**config.mk**
```make
export PLATFORM = sky130hd
export DESIGN_NAME = mem_arbiter
export DESIGN_NICKNAME = d
export VERILOG_FILES = /design/src/rtl/mem_arb_pkg.sv /design/src/rtl/mem_arbiter.sv
export SDC_FILE = /design/constraint.sdc
export NUM_CORES = 1
export LEC_CHECK = 0
export CAP_MARGIN = 40
export CORE_MARGIN = 2
export CORE_UTILIZATION = 44
export DETAILED_ROUTE_END_ITERATION = 12
export PLACE_DENSITY_LB_ADDON = 0.15
export SYNTH_ARGS = -nofsm -noshare
export SYNTH_HDL_FRONTEND = slang
export SYNTH_SLANG_ARGS = --single-unit
```
**constraint.sdc**
```tcl
create_clock -name clk -period 11.6 [get_ports clk]
set_input_delay 1.16 -clock clk [delete_from_list [all_inputs] [get_ports clk]]
set_output_delay 1.16 -clock clk [all_outputs]
set_load 0.005 [all_outputs]
```
**src/rtl/mem_arb_pkg.sv**
```systemverilog
// Shared types for the unified-memory arbiter.
//   arb_state_t : arbiter sequencing states (idle, access in flight, response cycle)
//   owner_t     : which pipeline port owns the current memory access
package mem_arb_pkg;

    typedef enum logic [1:0] {
        ARB_IDLE,
        ARB_BUSY,
        ARB_RESP
    } arb_state_t;

    typedef enum logic {
        OWN_I,
        OWN_D
    } owner_t;

endpackage

```
**src/rtl/mem_arbiter.sv**
```systemverilog
// mem_arbiter: shares one single-port memory between the IF-stage fetch port
// (i_*) and the MEM-stage data port (d_*). Each access runs IDLE -> BUSY -> RESP.
// Data has priority over fetch, except that fetch is forced after MAX_D_STREAK
// consecutive data grants taken while fetch was waiting. A BUSY phase with no
// m_ack for TIMEOUT cycles is aborted and answered with err=1, rdata=0.
// Ports:
//   clk, rst                      clock, asynchronous active-high reset
//   i_req/i_addr                  fetch request, held until i_rvalid
//   i_gnt/i_rvalid/i_rdata/i_err  fetch accept pulse, completion pulse, data, timeout flag
//   i_stall                       i_req & ~i_rvalid
//   d_req/d_we/d_addr/d_wdata     data request, held until d_rvalid
//   d_gnt/d_rvalid/d_rdata/d_err  data accept pulse, completion pulse, load data, timeout flag
//   d_stall                       d_req & ~d_rvalid
//   m_req/m_we/m_addr/m_wdata     memory request, held until m_ack
//   m_ack/m_rdata                 memory completion and read data (same cycle)
module mem_arbiter
    import mem_arb_pkg::*;
#(
    parameter int ADDR_W       = 32,
    parameter int DATA_W       = 32,
    parameter int MAX_D_STREAK = 4,
    parameter int TIMEOUT      = 255
) (
    input  logic              clk,
    input  logic              rst,
    input  logic              i_req,
    input  logic [ADDR_W-1:0] i_addr,
    output logic              i_gnt,
    output logic              i_rvalid,
    output logic [DATA_W-1:0] i_rdata,
    output logic              i_err,
    output logic              i_stall,
    input  logic              d_req,
    input  logic              d_we,
    input  logic [ADDR_W-1:0] d_addr,
    input  logic [DATA_W-1:0] d_wdata,
    output logic              d_gnt,
    output logic              d_rvalid,
    output logic [DATA_W-1:0] d_rdata,
    output logic              d_err,
    output logic              d_stall,
    output logic              m_req,
    output logic              m_we,
    output logic [ADDR_W-1:0] m_addr,
    output logic [DATA_W-1:0] m_wdata,
    input  logic              m_ack,
    input  logic [DATA_W-1:0] m_rdata
);

    localparam int SW = $clog2(MAX_D_STREAK + 1);
    localparam int TW = (TIMEOUT > 0) ? $clog2(TIMEOUT + 1) : 1;
    localparam logic [SW-1:0] S_MAX  = SW'(MAX_D_STREAK);
    // Abort fires in the TIMEOUT-th BUSY cycle, i.e. when the count of
    // ack-less cycles already seen equals TIMEOUT-1.
    localparam logic [TW-1:0] T_LAST = TW'((TIMEOUT > 0) ? TIMEOUT - 1 : 0);

    arb_state_t    state;
    owner_t        owner;
    logic [SW-1:0] streak;
    logic [TW-1:0] tcnt;
    logic          fetch_forced;

    assign i_stall      = i_req & ~i_rvalid;
    assign d_stall      = d_req & ~d_rvalid;
    assign fetch_forced = i_req && (streak == S_MAX);

    always_ff @(posedge clk or posedge rst) begin
        if (rst) begin
            state    <= ARB_IDLE;
            owner    <= OWN_I;
            streak   <= '0;
            tcnt     <= '0;
            i_gnt    <= 1'b0;
            i_rvalid <= 1'b0;
            i_rdata  <= '0;
            i_err    <= 1'b0;
            d_gnt    <= 1'b0;
            d_rvalid <= 1'b0;
            d_rdata  <= '0;
            d_err    <= 1'b0;
            m_req    <= 1'b0;
            m_we     <= 1'b0;
            m_addr   <= '0;
            m_wdata  <= '0;
        end else begin
            i_gnt    <= 1'b0;
            d_gnt    <= 1'b0;
            i_rvalid <= 1'b0;
            d_rvalid <= 1'b0;
            i_err    <= 1'b0;
            d_err    <= 1'b0;
            unique case (state)
                ARB_IDLE: begin
                    if (i_req || d_req) begin
                        if (d_req && !fetch_forced) begin
                            owner   <= OWN_D;
                            m_addr  <= d_addr;
                            m_we    <= d_we;
                            m_wdata <= d_wdata;
                            d_gnt   <= 1'b1;
                            // Streak only counts grants that made fetch wait.
                            if (!i_req)
                                streak <= '0;
                            else if (streak != S_MAX)
                                streak <= streak + SW'(1);
                        end else begin
                            owner   <= OWN_I;
                            m_addr  <= i_addr;
                            m_we    <= 1'b0;
                            m_wdata <= '0;
                            i_gnt   <= 1'b1;
                            streak  <= '0;
                        end
                        m_req <= 1'b1;
                        tcnt  <= '0;
                        state <= ARB_BUSY;
                    end
                end
                ARB_BUSY: begin
                    // A real ack beats a same-cycle timeout abort.
                    if (m_ack) begin
                        m_req <= 1'b0;
                        state <= ARB_RESP;
                        if (owner == OWN_I) begin
                            i_rvalid <= 1'b1;
                            i_rdata  <= m_rdata;
                        end else begin
                            d_rvalid <= 1'b1;
                            if (!m_we)
                                d_rdata <= m_rdata;
                        end
                    end else if ((TIMEOUT != 0) && (tcnt == T_LAST)) begin
                        m_req <= 1'b0;
                        state <= ARB_RESP;
                        if (owner == OWN_I) begin
                            i_rvalid <= 1'b1;
                            i_err    <= 1'b1;
                            i_rdata  <= '0;
                        end else begin
                            d_rvalid <= 1'b1;
                            d_err    <= 1'b1;
                            d_rdata  <= '0;
                        end
                    end else begin
                        tcnt <= tcnt + TW'(1);
                    end
                end
                ARB_RESP: begin
                    state <= ARB_IDLE;
                end
                default: begin
                    state <= ARB_IDLE;
                end
            endcase
        end
    end

    // The owning requester must keep its request up for the whole access.
    req_held_while_busy: assert property (
        @(posedge clk) disable iff (rst)
        (state == ARB_BUSY) |-> ((owner == OWN_I) ? i_req : d_req)
    );

endmodule

```
==> impl_metrics.toml, run 1 <==
[worst_hold_path]
min_path_cells = 2
min_path_type = "reg2reg"
hold_start = "m_addr[25]"
min_to = "m_addr[25]"

[timing]
finalCritPeriodShare_pct = 31.7
worst_pin_slew_ns = 0.806
worst_clock_skew_ns = 0.00543
setup_slack_ns = 7.92
slew_headroom_pct = 46.1
drv_slew = 0
rsz0062_at_grt = "false"
finalCriticalPeriod_ns = 3.68
max_freq_mhz = 272
hold_viol_final = 0
tns_ns = 0
finalSetupViolCount = 0

[place]
hpwl_um = 11200
place_ws_ns = 7.89
placed_area_mm2 = 0.00871
gp_congestion = 0.821
io_buffers = 271

[cts]
clock_latency_ns = 0.42
ctsHoldBuffers = 0
root_buffer = "clkbuf_16"
clock_sinks = 150
clock_path_buffers = 2
cts_resized = 0
htreeDepth = 4
tritoncts = "built"
clk_pin_slew_ns = 0.06
cts_buffers = 17
cts_setup_buffers = 0

[routing]
drt_iter0_markers = 302
viasPerCell = 5.30
dr.pass1.iters = 5
vias = 4835
postRouteAntennaNets = 0
wl_per_cell_um = 17.5
drc_errors = 0
routed_wl_um = 16000

[setup_path]
arrival_ns = 2.52
critPathKind = "in2out"
slowest_stage = "clkdlybuf4s50_1"
ff2ff_path_depth = 7
crit_path_end_kind = "output port"
start_kind = "primary input"
timing.rr.end = "d_rdata[24]"
required_ns = 10.44
r2r-start = "tcnt[0]"
cp_max_fo = 6
crit_path_frequent_cell = "clkdlybuf4s50_1"
max_stage_delay_ns = 0.68
reg2reg_slack_ns = 9.47
path_cells = "clkdlybuf4s50_1 > nor2b_1 > clkdlybuf4s50_1"

[cells_and_area]
antenna_cells = 0
drive_above_1_share_pct = 6.65
postLayoutCellArea_mm2 = 0.00936
final_common_cell = "clkdlybuf4s50_1"
n_fill_cell = 931
syn_to_final_growth_pct = 60.1
layout_common_cells = "271 x clkdlybuf4s50_1, 150 x dfrtp_1, 98 x a22o_1, 57 x nand2_1, 21 x o21ai_0"
nNetsFinal = 862
utilization_pct = 71.5

[die]
dieArea_mm2 = 0.0142
die-width_um = 119
num_rows = 42
start_util_pct = 44.7
ioPinCount = 272
dieHeight_um = 119
fp.coreArea_mm2 = 0.0131

[global_route]
antenna_found_initial = 0
grt_max_degree = 80
grt-ovfl-total = 0
grt_pass1_wl_um = 25400
grt_pass1_vias = 4942
track_usage_pct = 22.9

[logic_synthesis]
yosys_warnings = 0
synth_cells = 458
async_reset_ff_share_pct = 100
ys_ff_latch = 150
synth.distinct_cells = 39
synth_edf_count = 0
netlist_area_mm2 = 0.00585
ys.flop_type = "dfrtp_1"
yosysSeqAreaShare_pct = 64.2
syn_avg_cell_area_um2 = 12.8
synth_nets = 596

[outcome]
status = "completed"

[power]
ir_drop_mv = 0.129
cellPowerDensity_mw_per_mm2 = 263
p_leak_nw = 4.20

[job]
drv_cap = 0
==> where the power goes <==
part | total [W] | leakage [nW] | internal, W | switching, W
Sequential | 0.000904 | 1.90 | 0.000758 | 0.000146
Combinational | 0.000960 | 2.00 | 0.000596 | 0.000364
Clock | 0.000594 | 0.304 | 0.000374 | 0.000220
==> critical path: cells and delay by family <==
kind | cells | cell delay (ns)
buffers and inverters | 2 | 1.19
AND/OR/NAND/NOR | 1 | 0.18
==> cell usage after synthesis, types with 2 or more instances <==
| library cell | count | area (um^2) |
|---|---|---|
| o21ai_0 | 22 | 110 |
| nor2b_1 | 5 | 31.3 |
| buf_2 | 13 | 65.1 |
| inv_1 | 6 | 22.5 |
| nand2_1 | 57 | 214 |
| and3_1 | 4 | 25.0 |
| a21oi_1 | 3 | 15.0 |
| mux2i_1 | 15 | 150 |
| clkbuf_1 | 12 | 45.0 |
| ha_1 | 4 | 50.1 |
| a22oi_1 | 17 | 128 |
| dfrtp_1 | 150 | 3750 |
| a31oi_1 | 3 | 18.8 |
| buf_8 | 3 | 45.0 |
| buf_1 | 2 | 7.51 |
| nor2_1 | 6 | 22.5 |
| nand3_1 | 14 | 70.1 |
| buf_6 | 2 | 22.5 |
| a22o_1 | 98 | 858 |
| or3_1 | 2 | 12.5 |
| nor3b_2 | 2 | 25.0 |
==> state kept, by name (all words and copies together) (netlist names) <==
register / count
d_gnt: 1
m_wdata: 32
m_addr: 32
m_req: 1
streak: 3
i_rvalid: 1
tcnt: 8
d_rvalid: 1
d_rdata: 32
m_we: 1
d_err: 1
i_err: 1
state: 2
i_rdata: 32
i_gnt: 1
owner: 1
==> metrics by stage <==
stage,std cells,total power [W],hold WS [ns]
2_1_floorplan,458,0.00127,0.463
3_3_place_gp,878,0.00184,0.452
3_5_place_dp,881,0.00187,0.456
4_1_cts,913,0.00248,0.468
5_1_grt,913,0.00260,0.495
6_report,913,0.00246,0.463
==> per-layer routing <==
metal  track usage [%]  share of wire [%]
met1              28.6                 41
met5                 0                  0
met3              7.76                8.4
met2              37.5                 49
met4              7.89                1.8
==> area by class of cell <==
class                           count  area [um^2]  share of cell area [%]
Timing Repair Buffer              280         2810                    30.0
Clock inverter                     13          196                    2.10
Inverter                            6         27.5                   0.294
Sequential cell                   150         3750                    40.1
Multi-Input combinational cell    269         1900                    20.3
Tap cell                          176          220                    2.35
Clock buffer                       19          453                    4.84
==> how the worst max path moves through the flow <==
| stage | endpoint | startpoint | cells after the start | slack, ns |
|---|---|---|---|---|
| final | i_stall | i_req | 3 | 7.92 |
| after global routing | d_stall | d_req | 3 | 7.86 |
| after CTS | i_stall | i_req | 3 | 7.89 |
| after detailed placement | i_stall | i_req | 3 | 7.89 |
| after global placement | i_stall | i_req | 3 | 7.90 |
| after floorplan | d_err | rst | 1 | 6.40 |
==> cell families after synthesis <==
logic type,share of synthesized area (%)
AO/OA/AOI/OAI,20.7
flip-flops,64.2
AND/OR/NAND/NOR,7.81
buffers and inverters,3.68
multiplexers,2.57
adder cells (fa/ha/maj),0.856
XOR/XNOR,0.150
Power figures use the tool's default switching activity.
==> run 2: changes to the inputs <==
--- a/config.mk
+++ b/config.mk
@@ -7,7 +7,7 @@
 export LEC_CHECK = 0
 export CAP_MARGIN = 40
 export CORE_MARGIN = 2
-export CORE_UTILIZATION = 44
+export CORE_UTILIZATION = 41
 export DETAILED_ROUTE_END_ITERATION = 12
 export PLACE_DENSITY_LB_ADDON = 0.15
 export SYNTH_ARGS = -nofsm -noshare
==> constraint.sdc (replaced) <==
create_clock -name clk -period 3.4 [get_ports clk]
set_input_delay 0.34 -clock clk [delete_from_list [all_inputs] [get_ports clk]]
set_output_delay 0.34 -clock clk [all_outputs]
set_load 0.005 [all_outputs]
==> run 2 against run 1 <==
Count of clock-buffer cells in the layout down 2. Total power rose to 3.4 times the previous value. Via count up 1.1%. Global-route usage down 0.32 points. Routed wire length up 5.2%. Critical endpoint is now i_rdata[20]. Register-to-register slack worse by 8.3 ns. Utilization down 3.9 points. Largest cell class unchanged. Design area up 0.24%. Sequential cell count unchanged. Die area up 7.1%.
==> impl_metrics.toml, run 2 (synthesized netlist as in run 1, its figures left out) <==
[die]
fp.coreArea_mm2 = 0.0139
start_util_pct = 42.1
ioPinCount = 272
die-width_um = 123
dieArea_mm2 = 0.0152
dieHeight_um = 123
num_rows = 43

[cells_and_area]
drive_above_1_share_pct = 6.65
antenna_cells = 0
layout_common_cells = "271 x clkdlybuf4s50_1, 150 x dfrtp_1, 98 x a22o_1, 57 x nand2_1, 21 x o21ai_0"
nNetsFinal = 862
syn_to_final_growth_pct = 60.5
final_common_cell = "clkdlybuf4s50_1"

[timing]
slew_headroom_pct = 42.1
finalCriticalPeriod_ns = 2.20
finalCritPeriodShare_pct = 64.6
finalSetupViolCount = 0
hold_viol_final = 0
max_freq_mhz = 455
worst_pin_slew_ns = 0.868
tns_ns = 0
worst_clock_skew_ns = 0.00981
rsz0062_at_grt = "false"
drv_slew = 0

[setup_path]
slowest_stage = "or3_1"
cp_max_fo = 18
crit_family = "simple AND/OR/NAND/NOR gates"
critPathKind = "reg2reg"
arrival_ns = 2.49
crit_buf_inv = 2
start_kind = "flip-flop"
path_cells = "inv_1 > ha_1 > and3_1 > a21oi_2 > or3_1 > buf_12 > a22o_1"
required_ns = 3.69
max_stage_delay_ns = 0.64
crit_path_end_kind = "flip-flop"

[cts]
htreeDepth = 4
cts_setup_buffers = 0
clock_path_buffers = 2
root_buffer = "clkbuf_16"
clk_pin_slew_ns = 0.06
tritoncts = "built"
ctsHoldBuffers = 0
clock_latency_ns = 0.42
clock_sinks = 150
cts_buffers = 17
cts_resized = 0

[routing]
vias = 4889
routed_wl_um = 16800
drc_errors = 0
viasPerCell = 5.33
drt_iter0_markers = 359
wl_per_cell_um = 18.4
postRouteAntennaNets = 0
dr.pass1.iters = 4

[power]
p_leak_nw = 4.21
fin_total_pwr_w = 0.00845
cellPowerDensity_mw_per_mm2 = 900
ir_drop_mv = 0.459

[worst_hold_path]
min_path_type = "in2async"

[global_route]
antenna_found_initial = 0
grt-ovfl-total = 0
grt_max_degree = 151
track_usage_pct = 22.6
grt_pass1_vias = 5151
grt_pass1_wl_um = 26400

[outcome]
status = "completed"

[place]
io_buffers = 271
gp_congestion = 0.842
hpwl_um = 11400

[job]
drv_cap = 0
[run 2: cell types whose count changed in the layout (fill, tap and decap cells not counted)]
cell	delta
buf_16	+1
buf_6	-1
bufinv_16	+1
clkbuf_8	-2
clkinv_2	+2
inv_8	-1
[run 2: worst paths after layout]
kind	slack, ns	to	from	cells past startpoint
worst max-delay path	1.20	i_rdata[20]	tcnt[0]	7
max in group asynchronous	2.25	i_rdata[20]	rst	3
worst min-delay path	0.44	d_rdata[27]	rst	3
worst min register to register	0.48	m_addr[24]	m_addr[24]	2
worst max register to register	1.20	i_rdata[20]	tcnt[0]	7
min in group clk	0.48	m_addr[24]	m_addr[24]	2
[run 2: area by class of cell]
| cell class | count | area (um^2) |
|---|---|---|
| fill | 1032 | 4500 |
| sequential | 150 | 3750 |
| timing repair buffer | 280 | 2830 |
| multi-input combinational | 269 | 1900 |
| clock buffer | 17 | 425 |
| clock inverter | 15 | 226 |
| tap | 180 | 225 |
| inverter | 6 | 26.3 |
[run 2: per-stage QoR]
stage / area, um^2 / setup slack (ns) / cells / hold WS, ns / utilization (%)
2_1_floorplan: 5850 / 1.17 / 458 / 0.463 / -
3_3_place_gp: 8700 / 1.07 / 884 / 0.451 / 62.7
3_5_place_dp: 8730 / 0.964 / 885 / 0.457 / 62.9
4_1_cts: 9380 / 1.23 / 917 / 0.478 / 67.6
5_1_grt: 9380 / 1.11 / 917 / 0.497 / 67.6
6_report: 9380 / 1.20 / 917 / 0.437 / 67.6
[run 2: worst min-delay path: cells and delay by family]
| family | cells | cell delay (ns) |
|---|---|---|
| buffers and inverters | 3 | 1.02 |
[run 2: report_power, final]
part | leakage, nW | internal [W] | switching, W
clock | 0.310 | 0.00131 | 0.000748
sequential | 1.90 | 0.00258 | 0.000502
combinational | 2.01 | 0.00205 | 0.00126
total | 4.21 | 0.00594 | 0.00251
[run 2: routing by layer]
| metal | up-vias | routed length, um | GRT usage [%] |
|---|---|---|---|
| met4 | 0 | 359 | 8.52 |
| li1 | 2224 | - | - |
| met3 | 25 | 1550 | 8.86 |
| met2 | 202 | 8440 | 37.9 |
| met5 | - | 0 | 0 |
| met1 | 2438 | 6490 | 26.2 |
==> run 3: changes to the inputs <==
==> constraint.sdc (replaced) <==
create_clock -name clk -period 2.1 [get_ports clk]
set_input_delay 0.21 -clock clk [delete_from_list [all_inputs] [get_ports clk]]
set_output_delay 0.21 -clock clk [all_outputs]
set_load 0.005 [all_outputs]
==> run 3 against run 2 <==
Routed wire length shrank 2.4%. Maximum frequency up 22%. Register-to-register slack lost 0.91 ns. Global-route usage is 0.12 points lower. Clock power rose by 50%. Non-clock buffer count rose by 10. Via count fell by 0.78%. Sequential cell count unchanged. Cell count is 0.98% higher. Design area rose by 0.64%. Count of clock-buffer cells in the layout rose by 3. Sequential power is 63% higher.
==> impl_metrics.toml, run 3 (synthesized netlist as in run 1, its figures left out) <==
[timing]
finalSetupViolCount = 0
finalCriticalPeriod_ns = 1.81
drv_slew = 0
max_freq_mhz = 553
setup_slack_ns = 0.292
slew_headroom_pct = 68.5
hold_viol_final = 0
worst_pin_slew_ns = 0.469
finalCritPeriodShare_pct = 86.1
rsz0062_at_grt = "false"
tns_ns = 0
worst_clock_skew_ns = 0.0114

[global_route]
grt_max_degree = 74
track_usage_pct = 22.5
grt_pass1_wl_um = 26300
grt_pass1_vias = 5051
grt-ovfl-total = 0
antenna_found_initial = 0

[die]
start_util_pct = 42.1
die-width_um = 123
fp.coreArea_mm2 = 0.0139
num_rows = 43
ioPinCount = 272
dieHeight_um = 123
dieArea_mm2 = 0.0152

[routing]
drc_errors = 0
postRouteAntennaNets = 0
viasPerCell = 5.24
drt_iter0_markers = 285
vias = 4851
wl_per_cell_um = 17.8
routed_wl_um = 16400
dr.pass1.iters = 4

[place]
gp_congestion = 0.918
place_ws_ns = 0.147
hpwl_um = 12000
io_buffers = 271

[cts]
clock_latency_ns = 0.41
clk_pin_slew_ns = 0.06
ctsHoldBuffers = 0
cts_resized = 0
clock_path_buffers = 2
cts_setup_buffers = 0
clock_sinks = 150
tritoncts = "built"
htreeDepth = 4
cts_buffers = 17
root_buffer = "clkbuf_16"

[power]
cellPowerDensity_mw_per_mm2 = 1430
p_leak_nw = 4.26
ir_drop_mv = 0.734

[setup_path]
arrival_ns = 2.10
required_ns = 2.39
cp_max_fo = 9
crit_path_end_kind = "flip-flop"
start_kind = "flip-flop"
critPathKind = "reg2reg"

[job]
drv_cap = 0

[worst_hold_path]
min_path_type = "in2async"

[cells_and_area]
syn_to_final_growth_pct = 61.5
n_fill_cell = 994
antenna_cells = 0
nNetsFinal = 872
final_common_cell = "clkdlybuf4s50_1"
layout_common_cells = "271 x clkdlybuf4s50_1, 150 x dfrtp_1, 98 x a22o_1, 57 x nand2_1, 21 x o21ai_0"
drive_above_1_share_pct = 7.64

[outcome]
status = "completed"
run 3: changes by cell type in the layout (fill, tap and decap cells not counted), sizes merged:
cell,change
clkbuf,+3
inv,-1
bufinv,-2
buf,+10
clkinvlp,-1
run 3: critical path, stage by stage, from the launching register on:
cell     delay (ns)
dfrtp_1        0.41
inv_1          0.07
ha_1           0.15
and3_1         0.20
a21oi_2        0.08
or3_1          0.39
buf_4          0.20
a22o_1         0.19
run 3: layer usage:
metal	vias to the layer above	part of all wire (%)	track usage, %
li1	2239	-	-
met2	233	50	37.2
met4	0	1.2	7.74
met1	2365	40	27.4
met3	14	9.5	7.89
met5	-	0	0
run 3: layout make-up:
cell class              instances  area (um^2)  area share [%]
clock inverters                11          150            1.59
inverters                       6         26.3           0.278
clock buffers                  20          457            4.84
multi-input cells             269         1900            20.1
repair buffers                290         2930            31.0
well taps                     180          225            2.39
flip-flops and latches        150         3750            39.8
run 3: final timing paths:
check / start / to / slack (ns) / depth (start not counted)
min in group clk: d_we / m_we / 0.39 / 2
worst min register to register: m_addr[27] / m_addr[27] / 0.46 / 2
worst max-delay path: tcnt[0] / i_rdata[26] / 0.29 / 7
worst min-delay path: rst / d_rdata[23] / 0.28 / 3
worst max register to register: tcnt[0] / i_rdata[26] / 0.29 / 7
max in group asynchronous: rst / d_rdata[31] / 1.44 / 3
run 3: report_power, final:
part           switching, W  leakage, nW  internal (W)
clock network       0.00115        0.292       0.00193
registers          0.000843         1.90       0.00419
logic               0.00200         2.07       0.00337
run 3: through the flow:
step           instance area (um^2)  std cells  power, W  utilization, %  hold WS [ns]
2_1_floorplan                  5850        458   0.00702               -         0.343
3_3_place_gp                   8840        895    0.0103            63.7         0.453
3_5_place_dp                   8840        895    0.0105            63.7         0.455
4_1_cts                        9440        926    0.0136            68.0         0.289
5_1_grt                        9440        926    0.0143            68.0         0.309
6_report                       9440        926    0.0135            68.0         0.284
==> patch 1: new RTL, settings of run 3 <==
Encoding of `arb_state_t`: now one-hot (3 bits for 3 states).
--- a/src/rtl/mem_arb_pkg.sv
+++ b/src/rtl/mem_arb_pkg.sv
@@ -4,8 +4,8 @@
 package mem_arb_pkg;
 
-    typedef enum logic [1:0] {
-        ARB_IDLE,
-        ARB_BUSY,
-        ARB_RESP
+    typedef enum logic [2:0] {
+        ARB_IDLE = 3'b001,
+        ARB_BUSY = 3'b010,
+        ARB_RESP = 3'b100
     } arb_state_t;
 
Formal check against the unedited RTL: no difference found for any inputs over 4 cycles, from zero or initial values and one cycle with rst high; so few cycles prove little.
==> patch 1 against run 3 <==
Global-route usage up 0.55 points; critical endpoint is now m_wdata[24]; wire length up 5.3%; area after synthesis up 0.13%; synthesized cell count up 0.44%; power down 2.1%; sequential cell count up 1; largest power group unchanged; design area up 0.11%; setup slack worse by 130 ps.
==> patch 1: results (changes against run 3) <==
qor: final_layout.layout.buffer.nonclock.area_share 0.311 [+0.000995]
qor: run_status.status complete, no violations
qor: route.total_wirelength_of_the_detailed_routed_design 17300 um [+5.3%]
qor: final_layout.non_clock_inverter_count 8 [+2]
qor: sta.slew_headroom 0.658 [-0.0268]
qor: final_layout.area_of_the_multi_input_gates 1890 um2 [-0.66%]
qor: worst_setup_path.max_stage_delay 550 ps [+140 ps]
qor: route.route.layer.met1.wl 6740 um [+3.1%]
qor: route.wl_met3 1450 um [-7.3%]
qor: final_layout.seq_cell_count 151 [+0.67%]
qor: worst_setup_path.cp-endpoint m_wdata[24]
qor: grt.globalRouteTotalUtil 0.231 [+0.00550]
qor: power_and_ir_drop.power_switching_share 0.293 [-0.00348]
qor: placement.gpl.final_weighted_congestion 0.783 [-15%]
qor: synth.post_synth_num_cell_types 41 [+5.1%]
qor: final_layout.drive_gt1_frac 0.0827 [+0.00626]
qor: grt.global_route.usage.met3 0.0899 [+0.0111]
qor: power_and_ir_drop.worst_ir_drop_vdd 0.000642 V [-13%]
qor: grt.wire_length_of_the_first_global_routing_pass 26500 um [+0.90%]
qor: route.via_count 4884 [+0.68%]
qor: grt.grtUsageMet1 0.276 [+0.00229]
qor: synth.synth_fp_nets 598 [+0.34%]
qor: placement.hpwlAfterDp 12300 um [+3.0%]
qor: sta.skew 6.99 ps [-4.43 ps]
qor: synth.synth_seq_area_share 0.646 [+0.00366]
qor: grt.first_global_vias 5118 [+1.3%]
qor: final_layout.clk_share 0.0617 [-0.00258]
qor: route.detailroute.wirelength.met2 8700 um [+6.8%]
qor: worst_setup_path.crit_slowest_cell sky130_fd_sc_hd__dfstp_2
qor: placement.dp.cells 898 [+0.34%]
qor: route.avgViaCountPerCell 5.25 [+0.25%]
qor: sta.holdWs 166 ps [-118 ps]
qor: synth.synthTopCellsByArea sky130_fd_sc_hd__dfrtp_1 (64%), sky130_fd_sc_hd__a22o_1 (15%), sky130_fd_sc_hd__nand2_1 (3.7%)
qor: grt.gr-usage-met2 0.377 [+0.00446]
qor: power_and_ir_drop.leakagePower 0.00420 uW [-1.2%]
qor: final_layout.nets 875 [+0.34%]
qor: worst_setup_path.reg2regPathDepth 5 [-2]
qor: grt.grt_start_max_net_pins 51 [-31%]
qor: final_layout.fillers 1041 [+4.7%]
patch 1: cell types whose count changed in the layout (fill, tap and decap cells not counted), moves of 3 or more:
cell / change
sky130_fd_sc_hd__clkinv_4: -3
sky130_fd_sc_hd__nand3_1: -3
sky130_fd_sc_hd__nor2b_1: -3
sky130_fd_sc_hd__o21ai_0: -3
sky130_fd_sc_hd__nand3b_1: +3
sky130_fd_sc_hd__clkinvlp_4: +3
patch 1: stage by stage:
step	setup TNS, ps	util	setup WS, ps	area (um2)	total power (uW)
detailed placement	0	0.636	80.3	8870	10300
global placement	0	0.636	169	8870	10100
global route	0	0.678	57.0	9450	14000
floorplan	-1820	-	-12.1	5860	6950
finish	0	0.678	159	9450	13200
CTS	0	0.678	54.3	9450	13300
patch 1: cells by family (layout without fill, tap and decap cells):
group           Yosys count  after routing  synth area share
simple gates             97             97            0.0761
xor+xnor                  1              1           0.00150
mux                      16             16            0.0276
compound gates          151            151             0.206
flops                   151            151             0.646
buf+inv                  40            330            0.0342
fa+ha+maj                 4              4           0.00855
==> patch 2: new RTL, config.mk and constraints of run 3 <==
Without the edit above. Set the parameter `TIMEOUT` to 510 (it was 255).
--- a/src/rtl/mem_arbiter.sv
+++ b/src/rtl/mem_arbiter.sv
@@ -20,5 +20,5 @@
     parameter int DATA_W       = 32,
     parameter int MAX_D_STREAK = 4,
-    parameter int TIMEOUT      = 255
+    parameter int TIMEOUT      = 510
 ) (
     input  logic              clk,
Function: same outputs for any inputs over 4 cycles, from zero or initial values and one cycle with rst high; that may be too few to reach the edited logic, so the function may still have changed.
==> patch 2 against run 3 <==
Area after synthesis grew 4.6%; clock skew increased by 2.3 ps; via count up 3.4%; global-route usage fell by 1.1 points; combinational power fell by 0.9%; sequential cell count up 1; sequential power shrank 2%; setup slack got worse by 180 ps; wire length rose by 3.0%; power shrank 1.6%; non-clock buffer count decreased by 8; design area increased by 2.6%; cell count increased by 3.9%; critical path type unchanged; highest routed layer unchanged.
==> patch 2: results (changes against run 3) <==
qor: final_layout.nets 904 [+3.7%]
qor: route.via_count 5014 [+3.4%]
qor: route.drtPass1Iterations 5 [+1]
qor: route.routedWlPerCell 17.6 um [-0.90%]
qor: final_layout.drive_gt1_frac 0.0938 [+0.0174]
qor: grt.first_global_vias 5100 [+0.97%]
qor: sta.slew_headroom 0.636 [-0.0496]
qor: worst_setup_path.path_max_fanout 11 [+2]
qor: power_and_ir_drop.power_switching_share 0.295 [-0.00106]
qor: route.total_wirelength_of_the_detailed_routed_design 16900 um [+3.0%]
qor: placement.placement.setup.worst_slack 118 ps [-29.0 ps]
qor: clocking.clkTransAtPathRegs 60 ps [about the same]
qor: worst_setup_path.worst-endpoint-arrival 2350 ps [+250 ps]
qor: power_and_ir_drop.leakagePower 0.00428 uW [+0.53%]
qor: worst_setup_path.crit_slowest_cell sky130_fd_sc_hd__a2111oi_0
qor: power_and_ir_drop.worst_ir_drop_vdd 0.000803 V [+9.4%]
qor: synth.synth_seq_area_share 0.618 [-0.0243]
qor: synth.synth_fp_nets 634 [+6.4%]
qor: placement.gpl.final_weighted_congestion 0.890 [-3.0%]
qor: clocking.root_buf_cell sky130_fd_sc_hd__clkbuf_16
qor: route.number_of_design_rule_violations_left_by_the_first_detailed_router_iteration 227 [-20%]
qor: run_status.status complete, no violations
qor: placement.dp.cells 931 [+4.0%]
qor: synth.ys_top_cells_by_count sky130_fd_sc_hd__dfrtp_1 (151), sky130_fd_sc_hd__nand2_1 (61), sky130_fd_sc_hd__a22o_1 (60), sky130_fd_sc_hd__and2_1 (29), sky130_fd_sc_hd__o21ai_0 (26)
qor: synth.synthTopCellsByArea sky130_fd_sc_hd__dfrtp_1 (62%), sky130_fd_sc_hd__a22o_1 (8.6%), sky130_fd_sc_hd__mux2_2 (4.6%)
qor: grt.wire_length_of_the_first_global_routing_pass 26900 um [+2.4%]
qor: placement.hpwlAfterDp 11900 um [-0.57%]
qor: power_and_ir_drop.seq_cell_power 4920 uW [-2%]
qor: placement.placement.cell_area 9100 um2 [+2.9%]
qor: worst_setup_path.max_stage_delay 580 ps [+170 ps]
qor: grt.globalRouteTotalUtil 0.214 [-0.0107]
[patch 2: cell count changes after synthesis, sizes merged, moves of 6 or more]
| cell | delta |
|---|---|
| a22o | -38 |
| and2 | +29 |
| buf | -10 |
| clkbuf | +8 |
| inv | +6 |
| mux2 | +27 |
[patch 2: kinds of logic after synthesis]
| family | share of synthesized area |
|---|---|
| xor+xnor | 0.00143 |
| flops | 0.618 |
| simple gates | 0.104 |
| buf+inv | 0.0317 |
| fa+ha+maj | 0.00818 |
| mux | 0.0775 |
| compound gates | 0.160 |
[patch 2: repair_timing]
action	4_1_cts	5_1_grt
hold buffers	0	0
endpoints found under the hold margin	0	0
endpoints found under the setup margin	0	4
gates resized for setup	0	1
[patch 2: final timing paths]
kind | start | to | slack (ps) | depth (start not counted)
setup / recovery | state[0] | tcnt[4] | 110 | 4
hold / removal | rst | i_rdata[0] | 260 | 3
setup reg to reg | state[0] | tcnt[4] | 110 | 4
hold reg to reg | m_addr[20] | m_addr[20] | 460 | 2
max in group asynchronous | rst | m_addr[27] | 1430 | 3
min in group clk | d_wdata[8] | m_wdata[8] | 380 | 2
[patch 2: cell type report]
type / count / area (um2)
flip-flops and latches: 151 / 3780
clock buffers: 22 / 454
well taps: 184 / 230
fillers: 1094 / 4850
clock inverters: 9 / 126
repair buffers: 282 / 2880
inverters: 12 / 48.8
multi-input cells: 302 / 2160
[patch 2: tightest hold or removal path, delay by kind of cell]
| kind | cells | cell delay [ps] |
|---|---|---|
| buffers and inverters | 3 | 870 |
[patch 2: routing by layer]
layer	global-route usage	vias to the layer above	share of wire
met3	0.0952	22	0.097
met4	0.0802	0	0.018
met2	0.346	207	0.48
met1	0.254	2449	0.41
li1	-	2336	-
met5	0	-	0
